===== src/rtl/segment_stepper_pkg.sv =====
// Shared definitions for the segment stepper: controller state encoding,
// motion-record field layout and the effective-period helper.
package stepper_pkg;

    typedef enum logic [1:0] {
        IDLE      = 2'd0,
        DIR_SETUP = 2'd1,
        STEP_HIGH = 2'd2,
        STEP_LOW  = 2'd3
    } state_e;

    // Motion record layout (word 0 in bits [7:0]).
    localparam int COUNT_LSB  = 0;
    localparam int PERIOD_LSB = 32;
    localparam int DIR_BIT    = 64;
    localparam int FIELD_W    = 32;

    // Period is clamped so the low phase is never shorter than the high phase.
    // The floor is formed one bit wider so 2*pulse_cycles cannot wrap.
    function automatic logic [FIELD_W-1:0] eff_period(input logic [FIELD_W-1:0] period,
                                                      input int pulse_cycles);
        logic [FIELD_W:0] per_w;
        logic [FIELD_W:0] floor_w;
        per_w   = {1'b0, period};
        floor_w = (FIELD_W+1)'(2 * pulse_cycles);
        return (per_w > floor_w) ? per_w[FIELD_W-1:0] : floor_w[FIELD_W-1:0];
    endfunction

endpackage


===== src/rtl/segment_stepper_if.sv =====
// Record FIFO read port.
//   master : consumer side (segment_stepper) - sees empty/data, drives read_en
//   slave  : FIFO side                      - drives empty/data, sees read_en
interface segment_stepper_if #(
    parameter int RECORD_BITS = 128
) ();
    logic                   fifo_empty;
    logic [RECORD_BITS-1:0] fifo_data;
    logic                   fifo_read_en;

    modport master (input fifo_empty, input fifo_data, output fifo_read_en);
    modport slave  (output fifo_empty, output fifo_data, input fifo_read_en);
endinterface


===== src/rtl/segment_stepper_pulse_timer.sv =====
// Loadable 32-bit down-counter used to time every controller phase.
//   clk, rst_n  : clock, asynchronous active-low reset
//   load_i      : load load_val_i this cycle (wins over hold_i)
//   hold_i      : freeze the count
//   load_val_i  : value loaded; phase length is load_val_i + 1 cycles
//   zero_o      : count has reached zero
module pulse_timer (
    input  logic        clk,
    input  logic        rst_n,
    input  logic        load_i,
    input  logic        hold_i,
    input  logic [31:0] load_val_i,
    output logic        zero_o
);
    logic [31:0] cnt_q, cnt_d;

    always_comb begin
        cnt_d = cnt_q;
        if (load_i)
            cnt_d = load_val_i;
        else if (!hold_i && cnt_q != '0)
            cnt_d = cnt_q - 32'd1;
    end

    always_ff @(posedge clk or negedge rst_n) begin
        if (!rst_n) cnt_q <= '0;
        else        cnt_q <= cnt_d;
    end

    assign zero_o = (cnt_q == '0);
endmodule


===== src/rtl/segment_stepper.sv =====
// Single-axis step/direction generator. Pops one motion record at a time from
// the record FIFO and plays it out as timed step pulses.
//   clk, rst_n      : clock, asynchronous active-low reset
//   enable          : run when high; low freezes timing (a high pulse still completes)
//   fifo            : record FIFO read port (master modport)
//   step, dir       : registered driver pins
//   busy            : segment in progress
//   segment_done    : one-cycle pulse in the first IDLE cycle after a segment
//   steps_remaining : pulses still to be issued in the current segment
module segment_stepper
    import stepper_pkg::*;
#(
    parameter int RECORD_BITS      = 128,
    parameter int PULSE_CYCLES     = 4,
    parameter int DIR_SETUP_CYCLES = 2
) (
    input  logic               clk,
    input  logic               rst_n,
    input  logic               enable,
    segment_stepper_if.master  fifo,
    output logic               step,
    output logic               dir,
    output logic               busy,
    output logic               segment_done,
    output logic [31:0]        steps_remaining
);
    // Timer reload values: a phase of N cycles loads N-1.
    localparam logic [31:0] SETUP_LD = 32'(DIR_SETUP_CYCLES - 1);
    localparam logic [31:0] HIGH_LD  = 32'(PULSE_CYCLES - 1);
    localparam logic [31:0] PULSE_W  = 32'(PULSE_CYCLES);

    state_e      state_q, state_d;
    logic [31:0] rem_q, rem_d;
    logic [31:0] per_q, per_d;
    logic        dir_q, dir_d;
    logic        step_q, step_d;
    logic        done_q, done_d;
    logic        pop;
    logic        tmr_load, tmr_hold, tmr_zero;
    logic [31:0] tmr_val;

    logic unused_rsvd;
    assign unused_rsvd = ^fifo.fifo_data[RECORD_BITS-1:DIR_BIT+1];

    assign pop               = rst_n & enable & ~fifo.fifo_empty & (state_q == IDLE);
    assign fifo.fifo_read_en = pop;

    // A high pulse always runs to completion; every other phase freezes.
    assign tmr_hold = !enable && (state_q != STEP_HIGH);

    pulse_timer u_timer (
        .clk        (clk),
        .rst_n      (rst_n),
        .load_i     (tmr_load),
        .hold_i     (tmr_hold),
        .load_val_i (tmr_val),
        .zero_o     (tmr_zero)
    );

    always_comb begin
        state_d  = state_q;
        rem_d    = rem_q;
        per_d    = per_q;
        dir_d    = dir_q;
        step_d   = 1'b0;
        done_d   = 1'b0;
        tmr_load = 1'b0;
        tmr_val  = '0;
        unique case (state_q)
            IDLE: begin
                if (pop) begin
                    state_d  = DIR_SETUP;
                    rem_d    = fifo.fifo_data[COUNT_LSB +: FIELD_W];
                    per_d    = eff_period(fifo.fifo_data[PERIOD_LSB +: FIELD_W], PULSE_CYCLES);
                    dir_d    = fifo.fifo_data[DIR_BIT];
                    tmr_load = 1'b1;
                    tmr_val  = SETUP_LD;
                end
            end
            // Both phases end the same way: next pulse if any remain, else done.
            // A zero-count record therefore exits straight from DIR_SETUP.
            DIR_SETUP, STEP_LOW: begin
                if (enable && tmr_zero) begin
                    if (rem_q == '0) begin
                        state_d = IDLE;
                        done_d  = 1'b1;
                    end else begin
                        state_d  = STEP_HIGH;
                        step_d   = 1'b1;
                        tmr_load = 1'b1;
                        tmr_val  = HIGH_LD;
                    end
                end
            end
            STEP_HIGH: begin
                if (tmr_zero) begin
                    state_d  = STEP_LOW;
                    rem_d    = rem_q - 32'd1;
                    tmr_load = 1'b1;
                    tmr_val  = per_q - PULSE_W - 32'd1;
                end else begin
                    step_d = 1'b1;
                end
            end
            default: state_d = IDLE;
        endcase
    end

    always_ff @(posedge clk or negedge rst_n) begin
        if (!rst_n) begin
            state_q <= IDLE;
            rem_q   <= '0;
            per_q   <= '0;
            dir_q   <= 1'b0;
            step_q  <= 1'b0;
            done_q  <= 1'b0;
        end else begin
            state_q <= state_d;
            rem_q   <= rem_d;
            per_q   <= per_d;
            dir_q   <= dir_d;
            step_q  <= step_d;
            done_q  <= done_d;
        end
    end

    assign step            = step_q;
    assign dir             = dir_q;
    assign busy            = (state_q != IDLE);
    assign segment_done    = done_q;
    assign steps_remaining = rem_q;
endmodule


===== src/flat_wrapper.sv =====
// flat-port wrapper written by rule: the top's interface ports become plain ports
module segment_stepper_flat import stepper_pkg::*;
#(
    parameter int RECORD_BITS      = 128,
    parameter int PULSE_CYCLES     = 4,
    parameter int DIR_SETUP_CYCLES = 2
)
  (clk, rst_n, enable, step, dir, busy, segment_done, steps_remaining, fifo_fifo_empty, fifo_fifo_data, fifo_fifo_read_en);
  segment_stepper_if #(.RECORD_BITS(RECORD_BITS)) fifo_i ();
  input  logic clk;
  input  logic rst_n;
  input  logic enable;
  output logic step;
  output logic dir;
  output logic busy;
  output logic segment_done;
  output logic [31:0] steps_remaining;
  input wire logic [$bits(fifo_i.fifo_empty)-1:0] fifo_fifo_empty;
  input wire logic [$bits(fifo_i.fifo_data)-1:0] fifo_fifo_data;
  output wire logic [$bits(fifo_i.fifo_read_en)-1:0] fifo_fifo_read_en;
  assign fifo_i.fifo_empty = fifo_fifo_empty;
  assign fifo_i.fifo_data = fifo_fifo_data;
  assign fifo_fifo_read_en = fifo_i.fifo_read_en;
  segment_stepper #(.RECORD_BITS(RECORD_BITS), .PULSE_CYCLES(PULSE_CYCLES), .DIR_SETUP_CYCLES(DIR_SETUP_CYCLES)) u_core (.clk(clk), .rst_n(rst_n), .enable(enable), .fifo(fifo_i), .step(step), .dir(dir), .busy(busy), .segment_done(segment_done), .steps_remaining(steps_remaining));
endmodule

===== config.mk =====
export PLATFORM = sky130hd
export DESIGN_NAME = segment_stepper_flat
export DESIGN_NICKNAME = d
export VERILOG_FILES = /design/src/rtl/segment_stepper_pkg.sv /design/src/rtl/segment_stepper_if.sv /design/src/rtl/segment_stepper_pulse_timer.sv /design/src/rtl/segment_stepper.sv /design/src/flat_wrapper.sv
export SDC_FILE = /design/constraint.sdc
export NUM_CORES = 1
export LEC_CHECK = 0
export BUFFER_PORTS_ARGS = -buffer_cell sky130_fd_sc_hd__buf_2
export CORE_ASPECT_RATIO = 0.6
export CORE_UTILIZATION = 57
export DETAILED_ROUTE_END_ITERATION = 8
export PLACE_DENSITY = 0.86
export SLEW_MARGIN = 20
export SYNTH_ARGS = -nofsm -noshare
export SYNTH_HDL_FRONTEND = slang
export SYNTH_SLANG_ARGS = --single-unit
export TNS_END_PERCENT = 50

===== constraint.sdc =====
create_clock -name clk -period 7.4 [get_ports clk]
set_input_delay 0.37 -clock clk [delete_from_list [all_inputs] [get_ports clk]]
set_output_delay 0.37 -clock clk [all_outputs]
set_load 0.02 [all_outputs]

After elaboration in Yosys (flattened, before gate mapping)
Index checks and enable logic that the tools add are counted.
{ "word_totals": {"ram_bits": 0, "latchBits": 0, "register_bits": 101, "mem_bits_ro": 0, "elab_cells": 65, "output_inout_bits": 37, "memories": 0, "inputBits": 132} }
{ "classes": {"n_addsub": 4, "n_mul": 0, "n_eq_ne": 7, "n_shift": 0, "n_div": 0, "n_bitwise": 4, "magnitude_cmp": 1, "reduce_logical": 16, "mux": 26} }
{ "ops": {"columns": ["operator", "count"], "rows": [
  ["2-to-1 mux 32 bit", 7],
  ["one-hot mux 32 bit (3 select lines)", 1],
  ["subtractor 32 x 1 -> 32 bit (second input constant)", 3],
  ["logical NOT 32 bit", 2],
  ["one-hot mux 32 bit (2 select lines)", 1],
  ["> comparator 32 x 4 -> 1 bit (second input constant)", 1],
  ["nonzero test 32 bit", 1],
  ["subtractor 32 x 3 -> 32 bit (second input constant)", 1],
  ["2-to-1 mux 2 bit", 5],
  ["2-to-1 mux 1 bit", 9],
  ["one-hot mux 2 bit (3 select lines)", 1],
  ["AND reduction 3 bit", 2],
  ["nonzero test 2 bit", 3],
  ["== test 2 bit (second input constant)", 2],
  ["inequality test 2 x 1 -> 1 bit (second input constant)", 2],
  ["inequality test 2 bit (second input constant)", 2],
  ["AND 1 bit", 3],
  ["logical AND 1 bit", 3],
  ["one-hot mux 1 bit (3 select lines)", 1],
  ["== test 2 x 1 -> 1 bit (second input constant)", 1],
  ["logical NOT 1 bit", 2],
  ["logical NOT 2 bit", 1],
  ["one-hot mux 1 bit (2 select lines)", 1],
  ["AND reduction 2 bit", 1],
  ["2 further kinds", 2]
]} }

Depth between registers and ports, before layout
Gate-level depths: netlist of run 1.
{ "depth": {"word_depth": 6, "mapped_depth": 12} }

By module
Synthesis of run 1 repeated with hierarchy kept, for this count alone.
{ "unflattened": {"hier_cells": 779, "area_unflattened_um2": 6359.8} }
{ "modules_own_cells": {"columns": ["module", "instances", "cells_each", "seq_area_each_um2", "area_each_um2"], "rows": [
  ["segment_stepper", 1, 547, 1726.7, 4352.9],
  ["pulse_timer", 1, 232, 800.8, 2006.9]
]} }

Worst setup path after synthesis of run 1
OpenSTA, ideal clock, no wires.
{ "synth_timing": {"kind": "reg2reg", "startpoint": "register u_core.u_timer.cnt_q[0]", "endpoint": "register u_core.u_timer.cnt_q[12]", "t_arrival_ps": 2724, "setup_ps": 121, "path_slack_ps": 4555, "path_buffers": 3, "period_less_slack_ps": 2845, "stages_incl_launch_ff": 13, "cell_sequence": "dfrtp_1 inv_1 ha_1 or4b_1 clkbuf_1 or4_4 buf_6 or2_4 o2bb2ai_2 a31oi_4 buf_6 nor2_1 o22a_1"} }
{ "synth_via": {"elab_chain_cells": 5} }
{ "synth_rtl": {"columns": ["element", "line", "text"], "rows": [
  ["start: declaration", "segment_stepper_pulse_timer.sv:15", "logic [31:0] cnt_q, cnt_d;"],
  ["start signal: assignment", "segment_stepper_pulse_timer.sv:27", "else cnt_q <= cnt_d;"],
  ["branches (longest 5 deep; another with subtractor 32 x 1 -> 32 bit)", null, null]
]} }
Several ways; the timed one is not identified. The select of a mux whose other input is x is not followed.
A chain may end at the register's enable or synchronous reset.

Worst setup path in the final report of run 1
{ "layout_timing": {"startpoint": "register u_core.rem_q[12], in the netlist u_core.steps_remaining[12]", "endpoint": "register u_core.u_timer.cnt_q[25]"} }
{ "layout_via": {"elab_chain_cells": 5} }
{ "layout_rtl": {"columns": ["element", "line", "text"], "rows": [
  ["start: declaration", "segment_stepper.sv:33", "logic [31:0] rem_q, rem_d;"],
  ["start signal: assignment", "segment_stepper.sv:119", "rem_q <= rem_d;"],
  ["logical NOT 32 bit *", "segment_stepper.sv:84", "if (rem_q == '0) begin"],
  ["2-to-1 mux 1 bit *", "segment_stepper.sv:84", null],
  ["2-to-1 mux 1 bit *", "segment_stepper.sv:83", "if (enable && tmr_zero) begin"],
  ["one-hot mux 1 bit (3 select lines) *", "segment_stepper.sv:69", "unique case (state_q)"],
  ["2-to-1 mux 32 bit / nonzero test 2 bit (equally long branches)", null, null]
]} }
Mark *: on every way between the ends. The rest lies on a longest branch, timed or not.

==> summary.md, run 1 <==
The largest total area in the synthesized netlist belongs to sky130_fd_sc_hd__dfrtp_1. The cell sitting at the root of the clock tree is a sky130_fd_sc_hd__clkbuf_16. The clock group share of total power was 0.175.

The tools report the internal power consumption as 1440 uW. The clock slew at the register clock pins of the worst setup and hold paths came out at 0.07 ns. The number of antenna cells inserted was 0; the detailed-route DRC error count was 0. For the number of antenna violations at the first check in global routing, the log shows 0. The net count of the finished layout is 955.

The signal on the critical path passes through nor4_1, nand3_1, or4_1, nand4_1, nand2_1, a41o_1, a2bb2oi_1. The min-delay analysis places its worst path in the category in -> reg. The switching share of power was 0.448. The routed layout has 5993 vias.

The tree built by TritonCTS fans out to 101 sinks. The largest fanout on the critical path was 32; the worst slack at placement was 3.75 ns. The area added between synthesis and finish came out at 14.3%. Setup violations remaining at the end of the flow were counted as 0. The worst slew margin relative to its limit was 0.244. The number of buffers inserted during clock tree synthesis was 9; the logic gate share of total power was 0.390. The proportion of layout cells with a drive suffix above 1 was 0.171. The worst setup path is captured at a register. The number of different library cells used by synthesis comes to 60. In the routed layout, each cell is associated on average with a via count of 6.25. The setup path with the least slack is of type reg -> reg. In this run the number of H-tree levels came out at 3.

Counting flops with a built-in enable in the synthesized netlist gives 0. By area the synthesized netlist is led by sky130_fd_sc_hd__dfrtp_1 (42%), sky130_fd_sc_hd__nand2_1 (9.2%), sky130_fd_sc_hd__a21oi_1 (4.7%). The buffer and inverter count on the worst path came out at 0.

The core region is 10100 sq um. The total routing resource utilization after global routing was 0.302. The portion of the post-synthesis area used by sequential elements is 0.420, and the detailed-route wire length per cell is 16.8 um. Summed over all cells, the static leakage comes to 0.00292 uW. For this run, the slowest stage of the critical path takes 0.72 ns. For the post-synthesis instance area, the log shows 6020 sq um. The tool flagged a number of max-cap violations equal to 0. In this run the most critical hold path is launched from fifo_fifo_data[64].

The average cell area after synthesis was 8.20 sq um. The critical path data required time was 7.67 ns; the actual slew at the worst max-slew pin was 1.13 ns. Hold violation count in the final report: 0. For this run, the number of Yosys warnings is 0. The max-slew violation count is 0.

The most instantiated library cell after synthesis is sky130_fd_sc_hd__nand2_1. The first global-routing pass estimated 26000 um of wire. For this design the total switching power over the nets is 1170 uW. The tools report the placed wire-length estimate as 11500 um. The leading register cell type out of synthesis is sky130_fd_sc_hd__dfrtp_1. Row generation in the floorplan step produced 28 rows. The post-synthesis sequential element count works out to 101. The global placement routability congestion was 0.878; the die extent in y was 81.6 um.

For the synthesized instance count, the log shows 734. The clock passes through at most 2 buffers. The tools report the endpoint of the worst hold path as u_core.dir. Summed over all layers, the global routing overflow is 0. The run gives 0.0116 ns as the worst clock skew. For the die outline area, the log shows 11000 sq um. Fill cells in the final layout number 800. During placement, the flow inserted port buffers numbering 105. The effective utilization at floorplan is 0.598, and the fmax is 266 MHz. Across all register-to-register paths, the minimum setup slack is 3.64 ns. TritonCTS built the clock tree. STA puts the critical path data arrival time at 4.03 ns. The clock period minus worst slack is 3.76 ns.

The first detailed-routing pass took 4 iterations. STA classifies the critical path startpoint as a register. Pin placement for this block handled 169 I/O pins. Worst ir drop on vdd: 0.000179 V. For the worst-skew pair, the clock arrives at the later sink with an insertion delay of 0.35 ns. Summed over all layers, the routed wires come to 16200 um.

Measured along the x axis, the die boundary spans 135 um. The worst register-to-register path ends at u_core.u_timer.cnt_q[25]. Entering global routing, the biggest net connects 80 pins. For the via count of the first global-routing pass, the log shows 5231.

After detailed placement, the design holds a cell count of 942. Post-route fraction of the period consumed by the critical path: 0.508. Counting instances, the worst hold path has a depth of 3. The post-detailed-route count of antenna-violating nets is 0. The run finished with clean final reports. The DRC marker count from the first detailed-route iteration came out at 659.

The origin of the critical flop-to-flop path is u_core.steps_remaining[12]. For the number of post-CTS setup repair buffers, the log shows 0. The tools report the sequential power share as 0.435.

The share of synthesized flip-flops with an asynchronous set or reset is 1.00. By count the netlist is led by sky130_fd_sc_hd__nand2_1 (147), sky130_fd_sc_hd__dfrtp_1 (101), sky130_fd_sc_hd__nor2_1 (73), sky130_fd_sc_hd__a21oi_1 (56), sky130_fd_sc_hd__nor4_1 (37). The tools report the worst path setup slack after routing as 3.64 ns.

The kind of cell adding the most delay to the critical path was simple AND/OR/NAND/NOR gates. The length in cells of the worst reg-to-reg path works out to 7. Library cell contributing the largest single delay on the critical path: sky130_fd_sc_hd__nor4_1. Leaving out filler cells and counting taps, the final layout contains 959. Setup repair after global routing left no endpoint under its margin.

The area share of the largest cell type after synthesis came out at 0.420. For the total negative setup slack, the log shows 0 ns. Ratio of total power to cell area: 380 nW/um^2. The number of nets handed over by synthesis was 870.
-- power by group through the flow --
| stage | sequential [uW] | combinational, uW | clock, uW |
|---|---|---|---|
| 4_1_cts | 1120 | 1010 | 462 |
| 6_report | 1140 | 1020 | 456 |
| 2_1_floorplan | 1150 | 636 | 0 |
| 3_5_place_dp | 1130 | 1000 | 0 |
| 5_1_grt | 1170 | 1130 | 482 |
| 3_3_place_gp | 1100 | 963 | 0 |
-- stage by stage --
stage	utilization	instance area, sq um	hold slack [ns]	power [uW]
6_report	0.684	6880	0.208	2610
5_1_grt	0.684	6880	0.226	2790
4_1_cts	0.683	6870	0.206	2590
3_5_place_dp	0.654	6580	0.294	2130
3_3_place_gp	0.654	6580	0.288	2070
2_1_floorplan	-	6020	0.0744	1790
-- routing by layer --
layer | global-route usage | vias to the layer above | wire (um)
met5 | 0 | - | 0
met4 | 0.0517 | 0 | 144
met3 | 0.0673 | 17 | 1420
met2 | 0.460 | 277 | 7120
met1 | 0.444 | 2876 | 7470
li1 | - | 2823 | -
-- how the worst max path moves through the flow --
stage	startpoint	endpoint	cells past startpoint
6_report	u_core.steps_remaining[12]	u_core.u_timer.cnt_q[25]	7
5_1_grt	u_core.steps_remaining[12]	u_core.u_timer.cnt_q[25]	7
4_1_cts	u_core.u_timer.cnt_q[0]	u_core.u_timer.cnt_q[22]	9
3_5_place_dp	u_core.steps_remaining[12]	u_core.u_timer.cnt_q[23]	7
3_3_place_gp	u_core.steps_remaining[12]	u_core.u_timer.cnt_q[23]	7
2_1_floorplan	u_core.u_timer.cnt_q[0]	u_core.u_timer.cnt_q[12]	12
-- worst min-delay path, delay by kind of cell --
family,cells,cell delay [ns]
and+or+nand+nor,2,0.09
buffers and inverters,1,0.07
-- flip-flops by register name (all words and copies together), names as in the netlist, named ones only --
register and cells:
u_core.step 1, u_core.segment_done 1, u_core.per_q 32, u_core.state_q 1, u_core.u_timer.cnt_q 32, u_core.steps_remaining 32
u_core.dir 1
-- cell type report --
cell class	instances	area (sq um)	share of cell area
Clock inverter	6	53.8	0.00783
Inverter	11	41.3	0.00601
Sequential cell	101	2530	0.368
Timing Repair Buffer	112	587	0.0854
Multi-Input combinational cell	584	3270	0.475
Clock buffer	10	229	0.0333
Tap cell	135	169	0.0246
-- repair_timing --
item                                   in CTS  in global routing
gates resized for setup                     0                  0
hold buffers                                1                  0
endpoints found under the hold margin      22                  0
-- cell families after synthesis --
family | after synthesis | synth area share
buffers and inverters | 49 | 0.0385
XOR/XNOR | 39 | 0.0568
AND/OR/NAND/NOR | 365 | 0.289
adder cells (fa/ha/maj) | 4 | 0.00832
flip-flops | 101 | 0.420
multiplexers | 1 | 0.00166
AO/OA/AOI/OAI | 175 | 0.186
-- cell usage in the layout (no fill, tap or decap), types with 3 or more instances in the layout --
cell / synthesis / routed
sky130_fd_sc_hd__o21a_1: 6 / 6
sky130_fd_sc_hd__xnor2_1: 27 / 27
sky130_fd_sc_hd__o32ai_1: 4 / 4
sky130_fd_sc_hd__nor3_1: 30 / 30
sky130_fd_sc_hd__nand4_1: 7 / 7
sky130_fd_sc_hd__xor2_1: 12 / 12
sky130_fd_sc_hd__o22a_1: 12 / 12
sky130_fd_sc_hd__dfrtp_1: 101 / 101
sky130_fd_sc_hd__nor4_1: 37 / 37
sky130_fd_sc_hd__nand2b_1: 7 / 7
sky130_fd_sc_hd__buf_4: 2 / 6
sky130_fd_sc_hd__a21oi_1: 56 / 56
sky130_fd_sc_hd__o31ai_1: 4 / 4
sky130_fd_sc_hd__or4_1: 12 / 12
sky130_fd_sc_hd__o21ai_0: 35 / 35
sky130_fd_sc_hd__or2_2: 4 / 4
sky130_fd_sc_hd__a2bb2oi_1: 5 / 5
sky130_fd_sc_hd__ha_1: 4 / 4
sky130_fd_sc_hd__or3_1: 13 / 13
sky130_fd_sc_hd__clkbuf_16: 0 / 9
sky130_fd_sc_hd__nand2_1: 147 / 147
sky130_fd_sc_hd__nor2_1: 73 / 72
sky130_fd_sc_hd__buf_2: 8 / 104
sky130_fd_sc_hd__o22ai_1: 23 / 23
sky130_fd_sc_hd__nand3_1: 16 / 16
sky130_fd_sc_hd__inv_1: 10 / 10
sky130_fd_sc_hd__and4_1: 3 / 3
sky130_fd_sc_hd__a31oi_1: 8 / 8
sky130_fd_sc_hd__a22o_1: 3 / 3
Power figures use the tool's default switching activity.
==> run 2: changes to the inputs <==
- ABC_AREA: default -> 1
- CORE_UTILIZATION: 57 -> 50
- PLACE_DENSITY: 0.86 -> 0.78
- clock period: 7.4 -> 3.3 ns (I/O delays scaled with it)
==> summary.md, run 2 <==
The most instantiated library cell after synthesis is sky130_fd_sc_hd__nand2_1. The most critical setup path has its endpoint at u_core.u_timer.cnt_q[4]. The number of nets in the layout was 1311; the quantity of I/O buffers inserted on ports was 105. The worst slew margin relative to its limit was 0.454; the clock period minus worst slack was 2.63 ns.

The cell leakage power came out at 0.00417 uW. The multiplexer share of the synthesized area is 0, and the fraction of the mapped netlist area in simple logic gates is 0.384. TritonCTS built the clock tree. The logs give 6506 for the via count of the first global-routing pass and 1327 for the final-layout fill cell count. The share of the synthesized area in compound gates (AO/OA/AOI/OAI) came out at 0.105.

The total wire length after detailed routing came out at 20400 um. The worst setup path is launched from a register. In this run the horizontal extent of the chip is 156 um. The ratio of total power to cell area came out at 368 nW/um^2. The first global-routing pass estimated 33500 um of wire. The logs give 1080 for the synthesized instance count and 0 for the total congestion overflow after global routing. Yosys printed 0 warnings. Number of vias per cell after detailed routing: 5.34. Setup repair after global routing left no endpoint under its margin. Data on the critical path arrives at its endpoint at 2.93 ns.

The fmax is 380 MHz, and the cts-stage hold buffer count is 2. Total routing resource utilization after global routing: 0.297. The worst register-to-register path begins at u_core.steps_remaining[23].

The library cells used most frequently in the layout, excluding fill and tap cells, are sky130_fd_sc_hd__nand2_1 (315), sky130_fd_sc_hd__nor2_1 (159), sky130_fd_sc_hd__inv_1 (116), sky130_fd_sc_hd__buf_2 (104), sky130_fd_sc_hd__dfrtp_1 (101). In this run the worst hold path is classified as in -> reg. The worst clock skew was 0.00706 ns.

The post-detailed-route count of antenna-violating nets came out at 0. Worst flop-to-flop path endpoint: u_core.u_timer.cnt_q[4]. Dividing the synthesized area by the synthesized cell count gives 6.55 sq um.

The post-synthesis adder-cell area fraction is 0.00707, and the clock group share of total power is 0.382. The placed wire-length estimate was 15200 um; the detailed-route wire length per cell was 14.9 um. By count the netlist is led by sky130_fd_sc_hd__nand2_1 (315), sky130_fd_sc_hd__nor2_1 (159), sky130_fd_sc_hd__inv_1 (116), sky130_fd_sc_hd__dfrtp_1 (101), sky130_fd_sc_hd__nand3_1 (92).

The quantity of gates resized following cts is 0. The die extent in y is 94.2 um, and the number of antenna violations at the first check in global routing is 0. The area share of the largest cell type after synthesis is 0.357. Main combinational cell family by area after synthesis: simple AND/OR/NAND/NOR gates.

The global routing stage identified its most utilized layer as met1. The hold violation count in the final report is 0, and the I/O pin count is 169. The most area-hungry cell type in the Yosys netlist is sky130_fd_sc_hd__dfrtp_1.

For the effective utilization at floorplan, the log shows 0.515. The run gives 0 as the max-slew violation count. Setup violations remaining at the end of the flow were counted as 0.

The number of post-CTS setup repair buffers was 0; the detailed-route DRC error count was 0. Sorting the synthesized cells by area gives the leading types as sky130_fd_sc_hd__dfrtp_1 (36%), sky130_fd_sc_hd__nand2_1 (17%), sky130_fd_sc_hd__nor2_1 (8.4%). The run gives 2090 uW as the internal power consumption.

Entering global routing, the biggest net connects 54 pins. The most common cell after layout, fill and taps aside was sky130_fd_sc_hd__nand2_1. After the first detailed-routing iteration, the DRC count stood at 811. Number of iterations in the first detailed-routing pass: 5. The logic gate share of total power is 0.147, and the critical path data required time is 3.60 ns. In this run the worst setup path begins at u_core.steps_remaining[23]. Clock tree synthesis inserted a total of 9 buffers. The critical path is of the reg -> reg type. The tools report the sequential power share as 0.470. In this run the register-to-register setup slack is 0.67 ns. The run gives 7325 as the total vias in the final route. Compared with the post-synthesis result, the final layout area differs by 14.1%. VDD sags by at most 0.000219 V. For the CTS H-tree depth, the log shows 3.

The switching share of power is 0.296. The tool flagged a number of max-cap violations equal to 0. The share of synthesized flip-flops with an asynchronous set or reset is 1.00. The buffer cell driving the clock tree root was sky130_fd_sc_hd__clkbuf_16.

Actual slew at the worst max-slew pin: 0.818 ns. For the largest buffer count on any clock path, the log shows 2. The proportion of layout cells with a drive suffix above 1 was 0.129; the post-synthesis instance area was 7080 sq um.

Counting cells, the worst reg-to-reg path comes to 11. For the number of nets in the synthesized netlist, the log shows 1216. The flow ran to the end, and the final reports show no timing, DRC or antenna violations. The die covers 14700 sq um. The repair_antennas step left the layout with diodes totalling 0. Clock-pin slew was measured on the worst setup and hold paths at 0.08 ns. Number of enable-type register cells in the synthesized netlist: 0. For the final cell utilization of the core, the log shows 0.588. The congestion estimate from routability-driven global placement came to 0.953.

The post-route fraction of the period consumed by the critical path was 0.798. Clock latency on the worst-skew pair, taken at its later pin, is 0.36 ns. The met2 track demand over resource was 0.389; the post-synthesis sequential element count was 101. For this design the total switching power over the nets is 880 uW. The logs give 101 for the clock net sink count and 0.472 for the global-route track usage on met1.

The xor and xnor fraction of the mapped netlist area works out to 0.0582. The worst setup path is captured at a register. Of all nets on the critical path, the largest fanout is 11. The region available for standard cell placement spans 13700 sq um. The global-route track usage on met3 came out at 0.0812. The leading register cell type out of synthesis was sky130_fd_sc_hd__dfrtp_1.

The tools report the origin of the worst min-delay path as fifo_fifo_data[43]. The number of placement rows is 33, and the total negative setup slack is 0 ns. The count of distinct cell types in the synthesized netlist was 43.

For the portion of the post-synthesis area used by sequential elements, the log shows 0.357.
-- run 2: changes by cell type in the layout (fill, tap and decap cells not counted), sizes merged, moves of 15 or more --
cell	previous run	this run
nand4	7	28
o21ai	36	91
nand3	16	92
a21oi	56	13
nor3	31	16
inv	13	122
xnor2	27	11
xor2	12	36
nand2	147	318
nor2	73	171
nor4	37	6
-- run 2: how the worst min path moves through the flow --
stage	end	slack, ns	cells after the start
final	u_core.per_q[11]	0.01	3
after detailed placement	u_core.steps_remaining[13]	0.34	2
after global placement	u_core.steps_remaining[13]	0.34	2
after global routing	u_core.per_q[11]	0.02	3
after CTS	u_core.per_q[11]	0.008	3
after floorplan	async pin	-0.13	0
-- run 2: power by group through the flow --
stage,clock network [uW],registers (uW),logic [uW]
finish,1140,1400,438
global route,1210,1410,505
CTS,1150,1390,435
detailed placement,0,1420,429
global placement,0,1420,420
floorplan,0,1410,290
-- run 2: cells by family (layout without fill, tap and decap cells) --
kind of cell | after synthesis | count (layout)
AO/OA/AOI/OAI | 135 | 135
buffers and inverters | 153 | 252
flip-flops | 101 | 101
XOR/XNOR | 47 | 47
AND/OR/NAND/NOR | 640 | 640
adder cells (fa/ha/maj) | 4 | 4
-- run 2: layer usage --
metal,part of all wire,vias to the layer above
met2,0.38,350
met3,0.11,16
met5,0,-
met1,0.50,3297
li1,-,3662
met4,0.0080,0
-- run 2: final cells by class --
cell class | instances | area (sq um) | area share
clock buffers | 9 | 225 | 0.0279
clock inverters | 6 | 78.8 | 0.00976
inverters | 119 | 447 | 0.0553
multi-input cells | 826 | 3930 | 0.486
flip-flops and latches | 101 | 2530 | 0.313
well taps | 192 | 240 | 0.0297
repair buffers | 118 | 631 | 0.0781
-- run 2: worst max-delay path, stage by stage (launching register included) --
cell	delay (ns)
sky130_fd_sc_hd__dfrtp_1	0.43
sky130_fd_sc_hd__nor2_1	0.33
sky130_fd_sc_hd__nand2_1	0.12
sky130_fd_sc_hd__nor2_1	0.23
sky130_fd_sc_hd__nand2_1	0.09
sky130_fd_sc_hd__nor2_1	0.16
sky130_fd_sc_hd__nor2_2	0.07
sky130_fd_sc_hd__nand2_1	0.18
sky130_fd_sc_hd__nand2_1	0.26
sky130_fd_sc_hd__nor2_2	0.49
sky130_fd_sc_hd__nand2_1	0.12
sky130_fd_sc_hd__nand2_1	0.09
-- run 2: through the flow --
step | worst slack [ns] | power (uW) | std cells | instance area, sq um | hold slack (ns)
after floorplan | 1.38 | 1700 | 1080 | 7080 | -0.131
after global placement | 0.812 | 1840 | 1354 | 7750 | 0.340
after detailed placement | 0.786 | 1850 | 1354 | 7750 | 0.338
after CTS | 0.726 | 2980 | 1371 | 8080 | 0.00827
after global routing | 0.415 | 3120 | 1371 | 8080 | 0.0167
final | 0.667 | 2970 | 1371 | 8080 | 0.0126
